## src/rtl/rat_io_pkg.sv

```systemverilog
// Shared definitions for the MCU-mapped I/O ports: port IDs, transmitter
// state encoding, status bit positions and FIFO geometry.
package rat_io_pkg;

    localparam int unsigned BYTE_W        = 8;
    localparam int unsigned FIFO_DEPTH    = 4;
    localparam int unsigned FIFO_PTR_W    = 2;
    localparam int unsigned FIFO_CNT_W    = 3;
    localparam int unsigned BITS_PER_CHAR = 8;
    localparam int unsigned BIT_IDX_W     = 3;

    localparam logic [BYTE_W-1:0] UART_DATA_ID   = 8'h50;
    localparam logic [BYTE_W-1:0] UART_STATUS_ID = 8'h51;

    // Status byte layout: {4'b0, ovf, busy, empty, full}
    localparam int unsigned STAT_FULL  = 0;
    localparam int unsigned STAT_EMPTY = 1;
    localparam int unsigned STAT_BUSY  = 2;
    localparam int unsigned STAT_OVF   = 3;

    typedef enum logic [1:0] {
        ST_IDLE  = 2'd0,
        ST_START = 2'd1,
        ST_DATA  = 2'd2,
        ST_STOP  = 2'd3
    } uart_state_e;

endpackage

```

## src/rtl/byte_fifo4.sv

```systemverilog
// 4-entry byte FIFO with registered full/empty flags and occupancy count.
// Ports: clk/rst_n, i_push/i_data write side, i_pop read side,
//        o_head_c (combinational head byte), o_full, o_empty, o_count.
// A push while full is accepted only when a pop happens in the same cycle.
module byte_fifo4
    import rat_io_pkg::*;
(
    input  logic                  clk,
    input  logic                  rst_n,
    input  logic                  i_push,
    input  logic [BYTE_W-1:0]     i_data,
    input  logic                  i_pop,
    output logic [BYTE_W-1:0]     o_head_c,
    output logic                  o_full,
    output logic                  o_empty,
    output logic [FIFO_CNT_W-1:0] o_count
);

    logic [BYTE_W-1:0]     r_mem [FIFO_DEPTH];
    logic [FIFO_PTR_W-1:0] r_wr_ptr;
    logic [FIFO_PTR_W-1:0] r_rd_ptr;
    logic [FIFO_CNT_W-1:0] r_count;
    logic                  r_full;
    logic                  r_empty;

    logic                  w_pop_ok;
    logic                  w_push_ok;
    logic [FIFO_CNT_W-1:0] w_count_next;

    assign w_pop_ok  = i_pop & ~r_empty;
    assign w_push_ok = i_push & (~r_full | w_pop_ok);

    // Occupancy after this cycle's push/pop
    always_comb begin : count_next
        w_count_next = r_count;
        if (w_push_ok && !w_pop_ok) begin
            w_count_next = r_count + FIFO_CNT_W'(1);
        end else if (w_pop_ok && !w_push_ok) begin
            w_count_next = r_count - FIFO_CNT_W'(1);
        end
    end

    always_ff @(posedge clk or negedge rst_n) begin : ctrl_regs
        if (!rst_n) begin
            r_wr_ptr <= '0;
            r_rd_ptr <= '0;
            r_count  <= '0;
            r_full   <= 1'b0;
            r_empty  <= 1'b1;
        end else begin
            if (w_push_ok) r_wr_ptr <= r_wr_ptr + FIFO_PTR_W'(1);
            if (w_pop_ok)  r_rd_ptr <= r_rd_ptr + FIFO_PTR_W'(1);
            r_count <= w_count_next;
            r_full  <= (w_count_next == FIFO_CNT_W'(FIFO_DEPTH));
            r_empty <= (w_count_next == '0);
        end
    end

    // Storage needs no reset; occupancy tracking guards every read
    always_ff @(posedge clk) begin : mem_write
        if (w_push_ok) r_mem[r_wr_ptr] <= i_data;
    end

    assign o_head_c = r_mem[r_rd_ptr];
    assign o_full   = r_full;
    assign o_empty  = r_empty;
    assign o_count  = r_count;

endmodule

```

## src/rtl/port_uart_tx.sv

```systemverilog
// MCU port-mapped UART transmitter (8N1, LSB first, idle high).
// Ports: CLK/RESET_N; PORT_ID, OUT_PORT, IO_STRB from the MCU;
//        RD_DATA status read (combinational); TX serial line; INTR one-cycle
//        "transmitter drained" pulse.
// Writes to DATA_ID queue a byte; writes to STATUS_ID clear the sticky overflow.
module port_uart_tx
    import rat_io_pkg::*;
#(
    parameter logic [7:0]  DATA_ID      = UART_DATA_ID,
    parameter logic [7:0]  STATUS_ID    = UART_STATUS_ID,
    parameter int unsigned CLKS_PER_BIT = 434
) (
    input  logic        CLK,
    input  logic        RESET_N,
    input  logic [7:0]  PORT_ID,
    input  logic [7:0]  OUT_PORT,
    input  logic        IO_STRB,
    output logic [7:0]  RD_DATA,
    output logic        TX,
    output logic        INTR
);

    localparam int unsigned          BAUD_W    = (CLKS_PER_BIT > 1) ? $clog2(CLKS_PER_BIT) : 1;
    localparam logic [BAUD_W-1:0]    BAUD_LAST = BAUD_W'(CLKS_PER_BIT - 1);
    localparam logic [BIT_IDX_W-1:0] IDX_LAST  = BIT_IDX_W'(BITS_PER_CHAR - 1);

    uart_state_e            r_state;
    logic [BAUD_W-1:0]      r_baud;
    logic [BIT_IDX_W-1:0]   r_bit_idx;
    logic [BYTE_W-1:0]      r_shift;
    logic                   r_tx;
    logic                   r_intr;
    logic                   r_strb_d;
    logic                   r_armed;
    logic                   r_ovf;

    uart_state_e            w_state_next;
    logic [BAUD_W-1:0]      w_baud_next;
    logic [BIT_IDX_W-1:0]   w_idx_next;
    logic [BYTE_W-1:0]      w_shift_next;
    logic                   w_tx_next;
    logic                   w_intr_next;
    logic                   w_pop;
    logic                   w_baud_end;
    logic                   w_write;
    logic                   w_data_wr;
    logic                   w_stat_wr;
    logic                   w_drop;
    logic [BYTE_W-1:0]      w_head;
    logic                   w_full;
    logic                   w_empty;
    logic [FIFO_CNT_W-1:0]  w_unused_count;

    // r_armed blocks a write on the first edge after reset release
    assign w_write   = IO_STRB & ~r_strb_d & r_armed;
    assign w_data_wr = w_write & (PORT_ID == DATA_ID);
    assign w_stat_wr = w_write & (PORT_ID == STATUS_ID);
    assign w_drop    = w_data_wr & w_full & ~w_pop;
    assign w_baud_end = (r_baud == BAUD_LAST);

    byte_fifo4 u_fifo (
        .clk      (CLK),
        .rst_n    (RESET_N),
        .i_push   (w_data_wr),
        .i_data   (OUT_PORT),
        .i_pop    (w_pop),
        .o_head_c (w_head),
        .o_full   (w_full),
        .o_empty  (w_empty),
        .o_count  (w_unused_count)
    );

    always_ff @(posedge CLK or negedge RESET_N) begin : state_reg
        if (!RESET_N) r_state <= ST_IDLE;
        else          r_state <= w_state_next;
    end

    // Next state, bit timing and the registered line level for the next cycle
    always_comb begin : fsm_next
        w_state_next = r_state;
        w_baud_next  = r_baud;
        w_idx_next   = r_bit_idx;
        w_shift_next = r_shift;
        w_pop        = 1'b0;
        w_intr_next  = 1'b0;
        w_tx_next    = 1'b1;
        case (r_state)
            ST_IDLE: begin
                w_baud_next = '0;
                w_idx_next  = '0;
                if (!w_empty) begin
                    w_pop        = 1'b1;
                    w_shift_next = w_head;
                    w_state_next = ST_START;
                end
            end
            ST_START: begin
                if (w_baud_end) begin
                    w_baud_next  = '0;
                    w_state_next = ST_DATA;
                end else begin
                    w_baud_next = r_baud + BAUD_W'(1);
                end
            end
            ST_DATA: begin
                if (w_baud_end) begin
                    w_baud_next = '0;
                    if (r_bit_idx == IDX_LAST) w_state_next = ST_STOP;
                    else                       w_idx_next   = r_bit_idx + BIT_IDX_W'(1);
                end else begin
                    w_baud_next = r_baud + BAUD_W'(1);
                end
            end
            ST_STOP: begin
                if (w_baud_end) begin
                    w_baud_next  = '0;
                    w_state_next = ST_IDLE;
                    w_intr_next  = w_empty;
                end else begin
                    w_baud_next = r_baud + BAUD_W'(1);
                end
            end
            default: w_state_next = ST_IDLE;
        endcase
        case (w_state_next)
            ST_START: w_tx_next = 1'b0;
            ST_DATA:  w_tx_next = w_shift_next[w_idx_next];
            default:  w_tx_next = 1'b1;
        endcase
    end

    always_ff @(posedge CLK or negedge RESET_N) begin : datapath_regs
        if (!RESET_N) begin
            r_baud    <= '0;
            r_bit_idx <= '0;
            r_shift   <= '0;
            r_tx      <= 1'b1;
            r_intr    <= 1'b0;
        end else begin
            r_baud    <= w_baud_next;
            r_bit_idx <= w_idx_next;
            r_shift   <= w_shift_next;
            r_tx      <= w_tx_next;
            r_intr    <= w_intr_next;
        end
    end

    // Strobe edge detect and sticky overflow (set beats clear)
    always_ff @(posedge CLK or negedge RESET_N) begin : port_regs
        if (!RESET_N) begin
            r_strb_d <= 1'b0;
            r_armed  <= 1'b0;
            r_ovf    <= 1'b0;
        end else begin
            r_strb_d <= IO_STRB;
            r_armed  <= 1'b1;
            if (w_drop)         r_ovf <= 1'b1;
            else if (w_stat_wr) r_ovf <= 1'b0;
        end
    end

    always_comb begin : status_read
        RD_DATA = '0;
        if (PORT_ID == STATUS_ID) begin
            RD_DATA[STAT_OVF]   = r_ovf;
            RD_DATA[STAT_BUSY]  = (r_state != ST_IDLE);
            RD_DATA[STAT_EMPTY] = w_empty;
            RD_DATA[STAT_FULL]  = w_full;
        end
    end

    assign TX   = r_tx;
    assign INTR = r_intr;

endmodule

```

## config.mk

```make
export PLATFORM = sky130hd
export DESIGN_NAME = port_uart_tx
export DESIGN_NICKNAME = d
export VERILOG_FILES = /design/src/rtl/rat_io_pkg.sv /design/src/rtl/byte_fifo4.sv /design/src/rtl/port_uart_tx.sv
export SDC_FILE = /design/constraint.sdc
export NUM_CORES = 1
export LEC_CHECK = 0
export CORE_ASPECT_RATIO = 1.4
export CORE_UTILIZATION = 60
export CTS_CLUSTER_SIZE = 20
export DETAILED_ROUTE_END_ITERATION = 12
export GPL_ROUTABILITY_DRIVEN = 0
export GPL_TIMING_DRIVEN = 1
export PLACE_DENSITY = 0.8
export SYNTH_ARGS = -nofsm -noshare
export SYNTH_HDL_FRONTEND = slang
export SYNTH_HIERARCHICAL = 1
export SYNTH_SLANG_ARGS = --single-unit
```

## constraint.sdc

```tcl
create_clock -name CLK -period 4.3 [get_ports CLK]
set_clock_uncertainty 0.05 [all_clocks]
set_input_delay 0.43 -clock CLK [delete_from_list [all_inputs] [get_ports CLK]]
set_output_delay 0.43 -clock CLK [all_outputs]
set_load 0.03 [all_outputs]
```

==> reports/results.txt, run 1 <==
Compound-Gate Fraction of Synth Area = 6.23%
largest net degree at the start of global routing = 37
Clk pin slew, worst setup/hold paths = 80 ps
simple-gate share of the synthesized area = 11.9%
Ports = 29
yosys warns = 6
r2r startpoint = r_state[1]
Seq cells post-synth = 68
Antenna Nets Post-Route = 0
period utilization = 64.1%
Slowest-stage cell, CP = nor3_2
drt pass-1 iters = 4
slowest stage delay, CP = 770 ps
CP arrival = 2960 ps
Die ar. = 5420 µm²
fin util = 72.6%
Post-synth EDFFs = 32
TNS Setup = 0 ps
worst reg2reg setup slack = 1540 ps
post-DP HPWL = 3410 µm
largest family of logic cells by synthesized area = simple AND/OR/NAND/NOR gates
crit-path cells = nor3_2 > mux2_2 > or2_2 > a2111oi_0 > a211oi_1
Max Slew Vio Count = 0
number of core rows = 30
Max clock buf depth = 2
Buf/Inv on CP = 0
FF+latch area = 1860 µm²
# DRC = 0
Avg Inst Size Synth = 13.9 µm²
Worst R2R Path Depth = 5
Hold WC Path Type = in -> async
critical path required time = 4500 ps
P_leak = 1.41 nW
initial antenna violation count = 0
number of distinct library cells after synthesis = 56
Setup Fix Bufs, Post-CTS = 0
Layout area overhead = 15.2%
H-tree levels = 3
max cap viols = 0
Initial DRC Count = 160
wire per inst = 15.8 µm
status = completed
IO Port Bufs = 24
GRT Overall Usage = 21.2%
worst rel slew slack = 42.0%
Peak supply drop = 0.373 mV
Synth Area in XOR/XNOR = 3.66%
Via density = 5.51
nets = 278
Metal-1 WL = 2100 µm
Layout fillers = 341
layout cells sized above 1 = 18.8%
max layer used = met4
minimum clock period = 2760 ps
Psw = 0.269 mW
chip height = 86.7 µm
clock sinks = 68
post-synthesis mux area share = 10.5%
Setup violations, final = 0
DR WL met3 = 161 µm
via count = 1758
Die W = 62.5 µm
r2r endpoint = TX
root buf cell = clkbuf_8
TritonCTS Buffers = 9
Final Hold Viols = 0
routed length on met2 = 2670 µm
global-route wire length before repair = 8360 µm
type of origin of the critical path = flip-flop
CP max FO = 14
PostCTS Resize Cnt = 0
Switching Share = 21.7%
post-synthesis sequential area ratio = 60.6%
family with the most delay on the worst path = simple AND/OR/NAND/NOR gates
Clk Latency, worst-skew pair = 350 ps
Core Area = 4880 µm²
vias in the first global route = 1722
cell internal pwr = 0.969 mW
critical path class = reg -> reg
Flop pwr share = 55.2%
CTS tree = yes
Post-Syn Area = 3070 µm²
cell count after synthesis = 221
Synth Flop Type = dfrtp_1
Post-Synth Adder-Cell Area = 3.66%
area of the multi-input gates = 1130 µm²
ANT cells = 0
combinational group share of total power = 2.8%
async set-reset flop share out of synthesis = 52.9%
crit path capture type = flip-flop
Fmax = 363 MHz
power share of the clock group = 41.9%
GR Overflow Total = 0
P per Cell Area = 350 nW/µm²
unrepaired setup endpoints after global routing = false
Post-CTS Hold Fix Bufs = 0
final WL = 5030 µm
slew at the pin closest to its max-slew limit = 866 ps
Initial Utilization = 63.0%
[state kept, by name, indices dropped and copies added, names as in the netlist, 2 cells and up]
| register | flops |
|---|---|
| r_shift | 8 |
| u_fifo/r_mem | 32 |
| u_fifo/r_rd_ptr | 2 |
| u_fifo/r_wr_ptr | 2 |
| u_fifo/o_count | 3 |
| r_bit_idx | 3 |
| r_state | 2 |
| r_baud | 9 |
[cell families (layout without fill, tap and decap cells)]
| group | Yosys count | in the layout |
|---|---|---|
| mux | 21 | 21 |
| compound gates | 26 | 26 |
| xor+xnor | 12 | 12 |
| other cells | 2 | 5 |
| fa+ha+maj | 9 | 9 |
| buf+inv | 19 | 50 |
| flops | 68 | 68 |
| simple gates | 64 | 64 |
[cell usage in the layout (no fill, tap or decap), types with 3 or more instances in the layout]
cell type / instances
a21oi_1: 4
a22oi_1: 3
and2_1: 5
and3_1: 4
clkbuf_8: 9
clkdlybuf4s50_1: 23
conb_1: 5
dfrtp_1: 34
edfxtp_1: 32
ha_1: 9
inv_1: 10
mux2_2: 10
mux4_2: 8
nand2_1: 13
nand3_1: 4
nor2_1: 16
nor3_2: 3
o21ai_0: 4
xnor2_1: 7
xor2_1: 4
[layer usage]
layer,vias up,global-route usage (%)
li1,848,-
met1,871,26.3
met2,31,34.2
met3,8,5.26
met4,0,11.8
met5,-,0
[area by class of cell]
type                            count  share of cell area (%)
Tap cell                           64                    2.26
Inverter                           10                    1.06
Multi-Input combinational cell    137                    31.8
Timing Repair Buffer               24                    6.64
Clock inverter                      7                    2.12
Sequential cell                    68                    52.6
Clock buffer                        9                    3.50
[power by group through the flow]
stage | Sequential, mW | Combinational, mW | Clock [mW]
2_1_floorplan | 0.697 | 0.0111 | 0
3_3_place_gp | 0.697 | 0.0345 | 0
3_5_place_dp | 0.697 | 0.0351 | 0
4_1_cts | 0.684 | 0.0358 | 0.533
5_1_grt | 0.684 | 0.0392 | 0.550
6_report | 0.684 | 0.0351 | 0.520
[cells in the mapped netlist (5+ instances only)]
cell type	number	area [µm²]
dfrtp_1	34	851
edfxtp_1	32	961
nor2_1	16	60.1
nand2_1	13	48.8
inv_1	10	37.5
mux2_2	10	113
ha_1	9	113
mux4_2	8	180
xnor2_1	7	61.3
and2_1	5	31.3
[worst register-to-register path, cell delays in order (launching register included)]
cell       delay (ps)
dfrtp_1           550
nor3_2            770
mux2_2            430
or2_2             290
a2111oi_0         470
a211oi_1          110
[metrics by stage]
step	worst slack (ps)	hold slack (ps)	cells	area (µm²)	power, mW
after floorplan	2010	84.4	224	3090	0.708
after global placement	1240	427	303	3340	0.732
after detailed placement	1230	434	303	3340	0.732
after CTS	1530	117	319	3540	1.25
after global routing	1290	169	319	3540	1.27
final	1540	98.2	319	3540	1.24
[how the worst max path moves through the flow]
| stage | from | to | slack (ps) | cells past startpoint |
|---|---|---|---|---|
| 2_1_floorplan | PORT_ID[5] | u_fifo/r_mem[0][0] | 2010 | 5 |
| 3_3_place_gp | PORT_ID[6] | u_fifo/r_mem[1][3] | 1240 | 6 |
| 3_5_place_dp | PORT_ID[6] | u_fifo/r_mem[1][3] | 1230 | 6 |
| 4_1_cts | PORT_ID[6] | u_fifo/r_mem[2][6] | 1530 | 6 |
| 5_1_grt | r_state[1] | TX | 1290 | 5 |
| 6_report | r_state[1] | TX | 1540 | 5 |
(Power assumes the default switching activity.)
==> run 2: changes to the inputs <==
- CORE_UTILIZATION: 60 -> 57
- PLACE_DENSITY: 0.8 -> 0.76
- clock period: 4.3 -> 2.6 ns (I/O delays scaled with it)
==> reports/results.txt, run 2 (synthesized netlist as in run 1, its figures left out) <==
via count = 1768
GR Overflow Total = 0
max reg flops = 32
wire per inst = 14.6 µm
P_leak = 1.50 nW
Fmax = 418 MHz
slowest stage delay, CP = 560 ps
root buf cell = clkbuf_8
Clk Latency, worst-skew pair = 340 ps
layout cells sized above 1 = 21.7%
P per Cell Area = 565 nW/µm²
Max Slew Vio Count = 0
worst reg2reg setup slack = 200 ps
worst rel slew slack = 46.1%
largest reg by FF count = u_fifo/r_mem
crit path capture type = flip-flop
Die W = 64.1 µm
post-route cell area = 3700 µm²
critical path class = reg -> reg
r2r startpoint = r_baud[1]
Max clock buf depth = 2
r2r endpoint = TX
HP Start = IO_STRB
ANT cells = 0
critical path required time = 2810 ps
Area after DPL = 3490 µm²
Final Hold Viols = 0
fin util = 71.2%
CP max FO = 5
Core Area = 5200 µm²
unrepaired setup endpoints after global routing = false
Hold WC Path Type = in -> reg
crit-path cells = inv_1 > ha_1 > nand4b_1 > or4_1 > o211ai_2 > mux2_1 > o41ai_1 > a211oi_1
initial antenna violation count = 0
CTS tree = yes
# DRC = 0
TritonCTS Buffers = 9
Final WS setup = 205 ps
top flop regs = u_fifo/r_mem x32, r_baud x9, r_shift x8
period utilization = 92.1%
worst hold endpoint = r_strb_d
drt pass-1 iters = 4
final WL = 4880 µm
Layout fillers = 377
status = completed
WHS Path Cells = 1
Slowest-stage cell, CP = or4_1
Setup violations, final = 0
Layout area overhead = 20.4%
Initial Utilization = 59.1%
Peak supply drop = 0.404 mV
slew at the pin closest to its max-slew limit = 808 ps
PostCTS Resize Cnt = 0
Clk pin slew, worst setup/hold paths = 70 ps
post-DP HPWL = 3550 µm
IO Port Bufs = 24
TNS Setup = 0 ps
largest net degree at the start of global routing = 37
nets = 291
Initial DRC Count = 117
type of origin of the critical path = flip-flop
overall power = 2.09 mW
number of core rows = 31
Placement Setup Slack = 111 ps
clock sinks = 68
Via density = 5.31
most common library cell in the layout ignoring fill and taps = dfrtp_1
minimum clock period = 2400 ps
Ports = 29
commonest non-fill, non-tap cells in the layout = 34 x dfrtp_1, 32 x edfxtp_1, 23 x clkdlybuf4s50_1
GRT Overall Usage = 19.4%
CP arrival = 2600 ps
Worst R2R Path Depth = 8
global-route wire length before repair = 7920 µm
Die ar. = 5700 µm²
max cap viols = 0
vias in the first global route = 1732
Antenna Nets Post-Route = 0
H-tree levels = 3
chip height = 88.9 µm
==> run 2: cell count changes in the layout (fill, tap and decap cells not counted), sizes merged <==
cell	previous run	this run
dlygate4sd3	0	1
clkbuf	9	10
buf	1	13
clkinv	2	3
bufinv	1	2
clkinvlp	2	0
inv	12	10
==> run 2: metal layers <==
metal,track usage (%),part of all wire (%)
met4,9.30,1.8
met5,0,0
met1,22.2,42
met3,6.12,3.1
met2,33.2,53
==> run 2: area by class of cell <==
type,instances,area (µm²),area share [%]
flip-flops and latches,68,1860,50.4
multi-input cells,137,1130,30.4
repair buffers,37,385,10.4
clock buffers,10,128,3.45
well taps,66,82.6,2.23
clock inverters,5,77.6,2.10
inverters,10,37.5,1.01
==> run 2: per-stage QoR <==
step           hold WS, ps  cells
6_report               343    333
5_1_grt                347    333
3_5_place_dp           339    317
4_1_cts                338    333
2_1_floorplan        -85.6    224
3_3_place_gp           338    317
==> run 2: repair_timing <==
action,in CTS,in global routing
endpoints found under the hold margin,34,0
hold buffers,1,0
buffers inserted,0,0
==> run 2: how the worst max path moves through the flow <==
| stage | start | to | depth (start not counted) |
|---|---|---|---|
| finish | r_baud[1] | TX | 8 |
| global route | r_baud[1] | TX | 8 |
| CTS | r_baud[1] | TX | 8 |
| detailed placement | PORT_ID[6] | u_fifo/o_empty | 9 |
| global placement | PORT_ID[6] | u_fifo/o_empty | 9 |
| floorplan | r_state[0] | TX | 5 |
==> run 2: worst max-delay path: cells and delay by family (launching register included) <==
| family | cells | cell delay (ps) |
|---|---|---|
| mux | 1 | 350 |
| buf+inv | 1 | 60 |
| fa+ha+maj | 1 | 130 |
| flops | 1 | 400 |
| compound gates | 3 | 570 |
| simple gates | 2 | 740 |
==> run 2: where the power goes <==
group	internal (mW)	switching (mW)
Combinational	0.0273	0.0315
Clock	0.531	0.369
Sequential	1.13	0.00163
Total	1.69	0.402
==> run 3: changes to the inputs <==
- CORE_UTILIZATION: 57 -> 59
- CTS_BUF_LIST: default -> sky130_fd_sc_hd__clkbuf_8
- PLACE_DENSITY: 0.76 -> 0.79
==> reports/results.txt, run 3 (synthesized netlist as in run 1, its figures left out) <==
status = completed
Setup violations, final = 0
Hold WC Path Type = in -> reg
crit path capture type = flip-flop
global-route wire length before repair = 8150 µm
critical path required time = 2800 ps
FF+latch area = 1860 µm²
root buf cell = clkbuf_8
commonest non-fill, non-tap cells in the layout = 34 x dfrtp_1, 32 x edfxtp_1, 23 x clkdlybuf4s50_1
GR Layer Usage met1 = 21.2%
via count = 1809
family with the most delay on the worst path = simple AND/OR/NAND/NOR gates
CP max FO = 5
ANT cells = 0
Die W = 63.0 µm
CTS tree = yes
Die ar. = 5510 µm²
fin util = 74.5%
wire per inst = 14.8 µm
P per Cell Area = 541 nW/µm²
largest net degree at the start of global routing = 37
Peak supply drop = 0.455 mV
top flop regs = u_fifo/r_mem x32, r_baud x9, r_shift x8
nets = 289
post-DP HPWL = 3600 µm
Ports = 29
IO Port Bufs = 24
Via density = 5.48
Core Area = 4920 µm²
grt met2 use = 36.4%
max cap viols = 0
slowest stage delay, CP = 480 ps
# DRC = 0
critical path class = reg -> reg
drt pass-1 iters = 4
TritonCTS Buffers = 9
CP arrival = 2610 ps
worst rel slew slack = 46.6%
Clk Latency, worst-skew pair = 340 ps
slew at the pin closest to its max-slew limit = 801 ps
crit-path cells = ha_1 > and2_1 > or4_4 > o211ai_2 > mux2_1 > o41ai_1 > a211oi_1
P_leak = 1.48 nW
worst reg2reg setup slack = 190 ps
number of core rows = 30
Buf/Inv on CP = 0
largest reg by FF count = u_fifo/r_mem
unrepaired setup endpoints after global routing = false
minimum clock period = 2410 ps
Final WS setup = 189 ps
clock sinks = 68
Layout area overhead = 19.2%
final WL = 4900 µm
Initial DRC Count = 58
vias in the first global route = 1855
Antenna Nets Post-Route = 0
TNS Setup = 0 ps
Max clock buf depth = 2
Max Slew Vio Count = 0
Fmax = 415 MHz
Slowest-stage cell, CP = or4_4
Clk pin slew, worst setup/hold paths = 70 ps
layout cells sized above 1 = 21.4%
area of the multi-input gates = 1130 µm²
Setup Fix Bufs, Post-CTS = 0
GR Layer Usage met3 = 4.84%
GR Overflow Total = 0
Most Crowded Layer GR = met2
Layout fillers = 339
type of origin of the critical path = flip-flop
Final Hold Viols = 0
Initial Utilization = 62.5%
chip height = 87.4 µm
most common library cell in the layout ignoring fill and taps = dfrtp_1
GRT Overall Usage = 20.3%
Placement Setup Slack = 64.6 ps
H-tree levels = 3
period utilization = 92.7%
max reg flops = 32
initial antenna violation count = 0
==> run 3: changes by cell type in the layout (fill, tap and decap cells not counted), sizes merged <==
cell | before | now
bufinv | 2 | 1
clkinvlp | 0 | 1
buf | 13 | 11
clkbuf | 10 | 9
inv | 10 | 11
clkinv | 3 | 4
==> run 3: cell type report <==
class                      count  area share [%]
clock buffer                   9            3.38
tap                           64            2.19
sequential                    68            50.9
multi-input combinational    137            30.8
clock inverter                 7            1.60
timing repair buffer          35            10.1
inverter                      10            1.02
==> run 3: final timing paths <==
path	start	to	depth (start not counted)
hold reg to reg	r_baud[0]	r_baud[0]	1
min in group asynchronous	RESET_N	r_baud[4]	2
max in group asynchronous	RESET_N	u_fifo/r_rd_ptr[1]	2
setup / recovery	r_bit_idx[0]	TX	7
hold / removal	IO_STRB	r_strb_d	1
setup reg to reg	r_bit_idx[0]	TX	7
==> run 3: what timing repair did <==
action / in CTS / in global routing
hold buffers: 1 / 0
endpoints found under the setup margin: 0 / 1
gates resized for setup: 0 / 1
endpoints found under the hold margin: 34 / 0
==> run 3: routing by layer <==
metal / vias up / share of wire [%]
met4: 0 / 2.5
met5: - / 0
met2: 39 / 55
li1: 869 / -
met3: 10 / 3.5
met1: 891 / 39
==> run 3: report_power, final <==
group	internal [mW]	leakage (nW)	total, mW	switching, mW
Combinational	0.0273	0.659	0.0593	0.0320
Sequential	1.13	0.724	1.13	0.00193
Clock	0.429	0.0953	0.792	0.363
==> run 3: per-stage QoR <==
| stage | std cells | power (mW) | area, µm² | hold WS (ps) |
|---|---|---|---|---|
| finish | 330 | 1.98 | 3660 | 350 |
| floorplan | 224 | 1.17 | 3090 | -85.6 |
| global route | 330 | 2.05 | 3660 | 338 |
| global placement | 313 | 1.21 | 3470 | 331 |
| CTS | 330 | 2.01 | 3660 | 330 |
| detailed placement | 313 | 1.21 | 3470 | 333 |
